$ cat src/rtl/ex_muldiv_unit.sv
// Iterative unsigned multiply / restoring-divide unit for the execute stage.
// Holds the upstream pipeline with stall_out while an operation is in flight.
module ex_muldiv_unit #(
  parameter int WIDTH = 8,
  parameter int CNT_W = 4
) (
  input  logic             clock,
  input  logic             reset,
  input  logic             start,
  input  logic             op,
  input  logic [WIDTH-1:0] operand_top,
  input  logic [WIDTH-1:0] operand_bot,
  input  logic             flush,
  output logic             stall_out,
  output logic             done,
  output logic [WIDTH-1:0] result_hi,
  output logic [WIDTH-1:0] result_lo,
  output logic             div_zero
);

  typedef enum logic [1:0] {
    IDLE = 2'd0,
    RUN  = 2'd1,
    DONE = 2'd2
  } state_e;

  localparam logic [CNT_W-1:0] CNT_LAST = CNT_W'(WIDTH - 1);
  localparam logic [CNT_W-1:0] CNT_ONE  = CNT_W'(1);

  state_e             state_q, state_d;
  logic [CNT_W-1:0]   cnt_q, cnt_d;
  logic               op_q, op_d;
  logic [2*WIDTH-1:0] mcand_q, mcand_d;
  // Multiplier shifting right (MUL) or dividend shifting out / quotient shifting in (DIV)
  logic [WIDTH-1:0]   shreg_q, shreg_d;
  logic [WIDTH-1:0]   divisor_q, divisor_d;
  logic [2*WIDTH-1:0] acc_q, acc_d;
  logic [WIDTH:0]     rem_q, rem_d;
  logic [WIDTH-1:0]   res_hi_q, res_hi_d;
  logic [WIDTH-1:0]   res_lo_q, res_lo_d;
  logic               dz_q, dz_d;

  logic [2*WIDTH-1:0] acc_step_s;
  logic [WIDTH+1:0]   rem_shift_s;
  logic [WIDTH+1:0]   rem_diff_s;
  logic               rem_ge_s;
  logic [WIDTH:0]     rem_step_s;
  logic [WIDTH-1:0]   quo_step_s;

  // One iteration of shift-add multiply and restoring divide.
  // The partial remainder stays below the divisor, so the sign of the
  // (W+2)-bit trial difference is a valid "fits" test.
  always_comb begin
    acc_step_s  = acc_q + (shreg_q[0] ? mcand_q : {(2*WIDTH){1'b0}});
    rem_shift_s = {rem_q, shreg_q[WIDTH-1]};
    rem_diff_s  = rem_shift_s - {2'b00, divisor_q};
    rem_ge_s    = ~rem_diff_s[WIDTH+1];
    if (rem_ge_s) begin
      rem_step_s = rem_diff_s[WIDTH:0];
    end else begin
      rem_step_s = rem_shift_s[WIDTH:0];
    end
    quo_step_s  = {shreg_q[WIDTH-2:0], rem_ge_s};
  end

  // Next-state, datapath-load and result-capture logic.
  always_comb begin
    state_d   = state_q;
    cnt_d     = cnt_q;
    op_d      = op_q;
    mcand_d   = mcand_q;
    shreg_d   = shreg_q;
    divisor_d = divisor_q;
    acc_d     = acc_q;
    rem_d     = rem_q;
    res_hi_d  = res_hi_q;
    res_lo_d  = res_lo_q;
    dz_d      = dz_q;
    case (state_q)
      IDLE: begin
        if (start && !flush) begin
          op_d      = op;
          cnt_d     = CNT_LAST;
          mcand_d   = {{WIDTH{1'b0}}, operand_top};
          shreg_d   = op ? operand_top : operand_bot;
          divisor_d = operand_bot;
          acc_d     = {(2*WIDTH){1'b0}};
          rem_d     = {(WIDTH+1){1'b0}};
          if (op && (operand_bot == {WIDTH{1'b0}})) begin
            state_d  = DONE;
            res_hi_d = operand_top;
            res_lo_d = {WIDTH{1'b1}};
            dz_d     = 1'b1;
          end else begin
            state_d  = RUN;
          end
        end else begin
          state_d = IDLE;
        end
      end
      RUN: begin
        if (flush) begin
          state_d = IDLE;
        end else begin
          if (op_q) begin
            rem_d   = rem_step_s;
            shreg_d = quo_step_s;
          end else begin
            acc_d   = acc_step_s;
            mcand_d = {mcand_q[2*WIDTH-2:0], 1'b0};
            shreg_d = {1'b0, shreg_q[WIDTH-1:1]};
          end
          if (cnt_q == {CNT_W{1'b0}}) begin
            state_d = DONE;
            dz_d    = 1'b0;
            if (op_q) begin
              res_hi_d = rem_step_s[WIDTH-1:0];
              res_lo_d = quo_step_s;
            end else begin
              res_hi_d = acc_step_s[2*WIDTH-1:WIDTH];
              res_lo_d = acc_step_s[WIDTH-1:0];
            end
          end else begin
            cnt_d = cnt_q - CNT_ONE;
          end
        end
      end
      DONE: begin
        state_d = IDLE;
      end
      default: begin
        state_d = IDLE;
      end
    endcase
  end

  // State, datapath and result registers.
  always_ff @(posedge clock or posedge reset) begin
    if (reset) begin
      state_q   <= IDLE;
      cnt_q     <= {CNT_W{1'b0}};
      op_q      <= 1'b0;
      mcand_q   <= {(2*WIDTH){1'b0}};
      shreg_q   <= {WIDTH{1'b0}};
      divisor_q <= {WIDTH{1'b0}};
      acc_q     <= {(2*WIDTH){1'b0}};
      rem_q     <= {(WIDTH+1){1'b0}};
      res_hi_q  <= {WIDTH{1'b0}};
      res_lo_q  <= {WIDTH{1'b0}};
      dz_q      <= 1'b0;
    end else begin
      state_q   <= state_d;
      cnt_q     <= cnt_d;
      op_q      <= op_d;
      mcand_q   <= mcand_d;
      shreg_q   <= shreg_d;
      divisor_q <= divisor_d;
      acc_q     <= acc_d;
      rem_q     <= rem_d;
      res_hi_q  <= res_hi_d;
      res_lo_q  <= res_lo_d;
      dz_q      <= dz_d;
    end
  end

  // Stall is combinational so upstream freezes in the very cycle start is accepted.
  assign stall_out = (state_q == RUN) | ((state_q == IDLE) & start & ~flush);
  assign done      = (state_q == DONE);
  assign result_hi = res_hi_q;
  assign result_lo = res_lo_q;
  assign div_zero  = dz_q;

endmodule

$ cat config.mk
export PLATFORM = sky130hd
export DESIGN_NAME = ex_muldiv_unit
export DESIGN_NICKNAME = d
export VERILOG_FILES = /design/src/rtl/ex_muldiv_unit.sv
export SDC_FILE = /design/constraint.sdc
export NUM_CORES = 1
export LEC_CHECK = 0
export CAP_MARGIN = 20
export CORE_MARGIN = 1
export CORE_UTILIZATION = 40
export DETAILED_ROUTE_END_ITERATION = 10
export GPL_TIMING_DRIVEN = 0
export HOLD_SLACK_MARGIN = 0.06
export PLACE_DENSITY = 0.64
export SLEW_MARGIN = 25
export SYNTH_ARGS = -nofsm -noshare
export SYNTH_HDL_FRONTEND = slang
export SYNTH_SLANG_ARGS = --single-unit
export TNS_END_PERCENT = 10
$ cat constraint.sdc
create_clock -name clock -period 3 [get_ports clock]
set_clock_uncertainty 0.1 [all_clocks]
set_input_delay 0.3 -clock clock [delete_from_list [all_inputs] [get_ports clock]]
set_output_delay 0.3 -clock clock [all_outputs]
set_load 0.01 [all_outputs]
==> qor.csv <==
stage;metric;value;unit
critical_path;Reg2Reg Depth;10;
placed_design;Detail Placement HPWL;10.06;mm
sta;RSZ-0062 raised after global routing;true;
logic_synthesis;area leader, netlist;dfrtp_1;
detailed_routing;metal2 WL;6.115;mm
sta;fmax;0.3427;GHz
floorplan;Rows;39;
cts;H-tree levels;3;
grt;Total GRT Usage;0.2286;
detailed_routing;wire length per cell;19.09;um
floorplan;Starting Density;0.4179;
logic_synthesis;top-area cell type share of the netlist area;0.4176;
detailed_routing;wl on met1;6.301;mm
grt;largest net degree at the start of global routing;46;
detailed_routing;vias;4130;
worst_hold_path;worst hold-check path type;in -> async;
floorplan;Placeable Area;0.01161;sq mm
sta;min Tclk post-route;2.918;ns
grt;first-pass GRT wire length;21.80;mm
logic_synthesis;sequential fraction of the synthesis area;0.4176;
critical_path;arrival time of the worst setup path;3.06;ns
final_layout;area delta synth->final;19.41;%
sta;period utilization;0.9726;
sta;Max Slew Vio Count;0;
grt;GRT overflow;0;
logic_synthesis;fraction of registers with async set/reset;1.000;
critical_path;CP Capture Type;register;
critical_path;nature of the critical path startpoint;register;
power_and_ir_drop;pwr dens;649.5;mW/mm^2
logic_synthesis;Synth Cell Area;0.004853;sq mm
sta;Slew @ Worst Pin;0.7921;ns
final_layout;Final Cell Area;0.005796;sq mm
cts;Root Driver;clkbuf_16;
logic_synthesis;Syn Area/Cell;9.370;sq um
grt;vias in the first global route;4102;
cts;# hold bufs at CTS;0;
sta;Final Hold Vio Count;0;
cts;CTS tree;built;
critical_path;Critical-path top delay cell;dfrtp_2;
critical_path;Critical Path Max Stage Delay;0.49;ns
placed_design;DP Area;0.005443;sq mm
logic_synthesis;Ys Warns;0;
power_and_ir_drop;total power;3.764;mW
detailed_routing;top routing layer used;met4;
sta;setup_tns;0;ns
run;max-cap violations;0;
detailed_routing;# DRC;3;
detailed_routing;final wirelength;13.61;mm
logic_synthesis;Synth Net Count;565;
critical_path;Crit path required time;3.14;ns
floorplan;Die Ht;112.2;um
power_and_ir_drop;Max rail drop VDD;0.0002719;V
critical_path;cells along the critical path;and2_1 > ha_1 > fa_1 > a211oi_2 > o21ai_1 > a31oi_4 > mux2i_1 > o21ai_2 > o2111ai_1 > o21a_1;
logic_synthesis;Yosys cell types;60;
cts;clock-pin slew on the worst setup and hold paths;0.06;ns
detailed_routing;DR WL met3;822;um
floorplan;die width;112.2;um
sta;Final Setup Violations;0;
placed_design;IO buf count;38;
power_and_ir_drop;leakage;2.623;nW
final_layout;fraction of layout cells with a size suffix above 1;0.08070;
logic_synthesis;Synth area leaders;dfrtp_1 (42%), ha_1 (6.2%), nand2_1 (5.8%);
critical_path;crit path kind;reg -> reg;
logic_synthesis;Mapped Cells;518;
cts;Worst-Skew Late Latency;0.35;ns
detailed_routing;vias per cell;5.792;
critical_path;Worst Path Max Fanout;9;
placed_design;Setup Slack @ Placement;-0.2830;ns
detailed_routing;Antenna Nets Post-Route;0;
cts;Bufs on Longest Clock Path;2;
sta;Final WS setup;0.08229;ns
cts;total clock buffers created by CTS;9;
final_layout;Antenna Cells;0;
outcome;failing checks;design-rule violations;
logic_synthesis;post-synthesis sequential element count;81;
floorplan;boundary pin count;40;
final_layout;NumNets Final;614;
detailed_routing;DR pass1 iterations;8;
detailed_routing;initial DRC count;258;
sta;slew margin rel.;0.4663;
logic_synthesis;Synth Flop Type;dfrtp_1;
floorplan;Die Area;0.01258;sq mm
sta;Hold Slack;0.2360;ns
logic_synthesis;number of enable flip-flop cells after synthesis;0;
placed_design;routability cong.;0.8963;
outcome;status;finished, violations left;
cts;post-CTS setup repair buffer count;0;
cts;clk sinks;81;
grt;initial antenna violation count;0;
## layout make-up
type,instances,area (sq um)
fillers,1057,5818
multi-input cells,397,2688
flip-flops and latches,81,2028
repair buffers,39,407.9
clock buffers,11,252.7
well taps,143,178.9
plain buffers,22,108.9
inverters,17,66.31
clock inverters,3,65.06
## layout by cell type, fill, tap and decap left out, drive strengths merged, types with 4 or more instances in the layout
| master | n |
|---|---|
| ha | 24 |
| xor2 | 11 |
| inv | 17 |
| buf | 10 |
| nor2b | 6 |
| a21oi | 43 |
| dfrtp | 81 |
| a21o | 11 |
| and2 | 19 |
| o21ai | 43 |
| a22o | 25 |
| o21a | 7 |
| nand2 | 75 |
| clkbuf | 24 |
| nand3 | 10 |
| xnor2 | 11 |
| mux2i | 20 |
| o21bai | 4 |
| clkdlybuf4s50 | 38 |
| a31oi | 13 |
| nor2 | 28 |
## critical path, delay by kind of cell, from the launching register on
| family | cells | cell delay [ns] |
|---|---|---|
| AND/OR/NAND/NOR | 1 | 0.17 |
| multiplexers | 1 | 0.13 |
| flip-flops | 1 | 0.49 |
| AO/OA/AOI/OAI | 6 | 1.27 |
| adder cells (fa/ha/maj) | 2 | 0.64 |
## worst paths after layout
path	startpoint	end	slack, ns
hold reg to reg	div_zero	div_zero	0.40
hold / removal	reset	mcand_q[2]	0.24
setup reg to reg	shreg_q[0]	result_hi[4]	0.08
min in group clock	op	op_q	0.26
setup / recovery	shreg_q[0]	result_hi[4]	0.08
max in group asynchronous	reset	divisor_q[6]	1.96
## metal layers
metal | vias up | track usage
li1 | 1962 | -
met1 | 2005 | 0.3104
met2 | 140 | 0.3487
met3 | 23 | 0.04482
met4 | 0 | 0.1156
met5 | - | 0
## stage by stage
step | std cells | util
6_report | 713 | 0.4990
5_1_grt | 713 | 0.4990
4_1_cts | 714 | 0.4972
3_5_place_dp | 700 | 0.4686
3_3_place_gp | 699 | 0.4661
2_1_floorplan | 518 | -
## logic make-up after synthesis
kind of cell | synth area share
compound gates | 0.2343
simple gates | 0.1493
flops | 0.4176
buf+inv | 0.03609
fa+ha+maj | 0.07012
mux | 0.04898
xor+xnor | 0.04357
## sequential cells by signal (all words and copies together) (netlist names)
name and cells:
div_zero 1, result_lo 8, cnt_q 4, divisor_q 8, rem_q 9, shreg_q 8, op_q 1, result_hi 8
acc_q 16, mcand_q 16, state_q 2
## synth_stat cells, drive strengths merged (11+ instances only)
cell	count
a21o	11
a21oi	43
a22o	25
a31oi	13
and2	19
clkbuf	14
dfrtp	81
ha	24
inv	17
mux2i	20
nand2	75
nor2	28
o21ai	43
xnor2	11
xor2	11
## report_power, final
group | internal [mW] | switching (mW) | total [mW]
registers | 1.29 | 0.152 | 1.44
clock network | 0.764 | 0.440 | 1.20
logic | 0.513 | 0.604 | 1.12
total | 2.57 | 1.20 | 3.76
## timing repair
action                                  4_1_cts  5_1_grt
pin swaps                                     1        1
endpoints found under the setup margin        8        3
resized for setup                             4        5
Power figures use the tool's default switching activity.
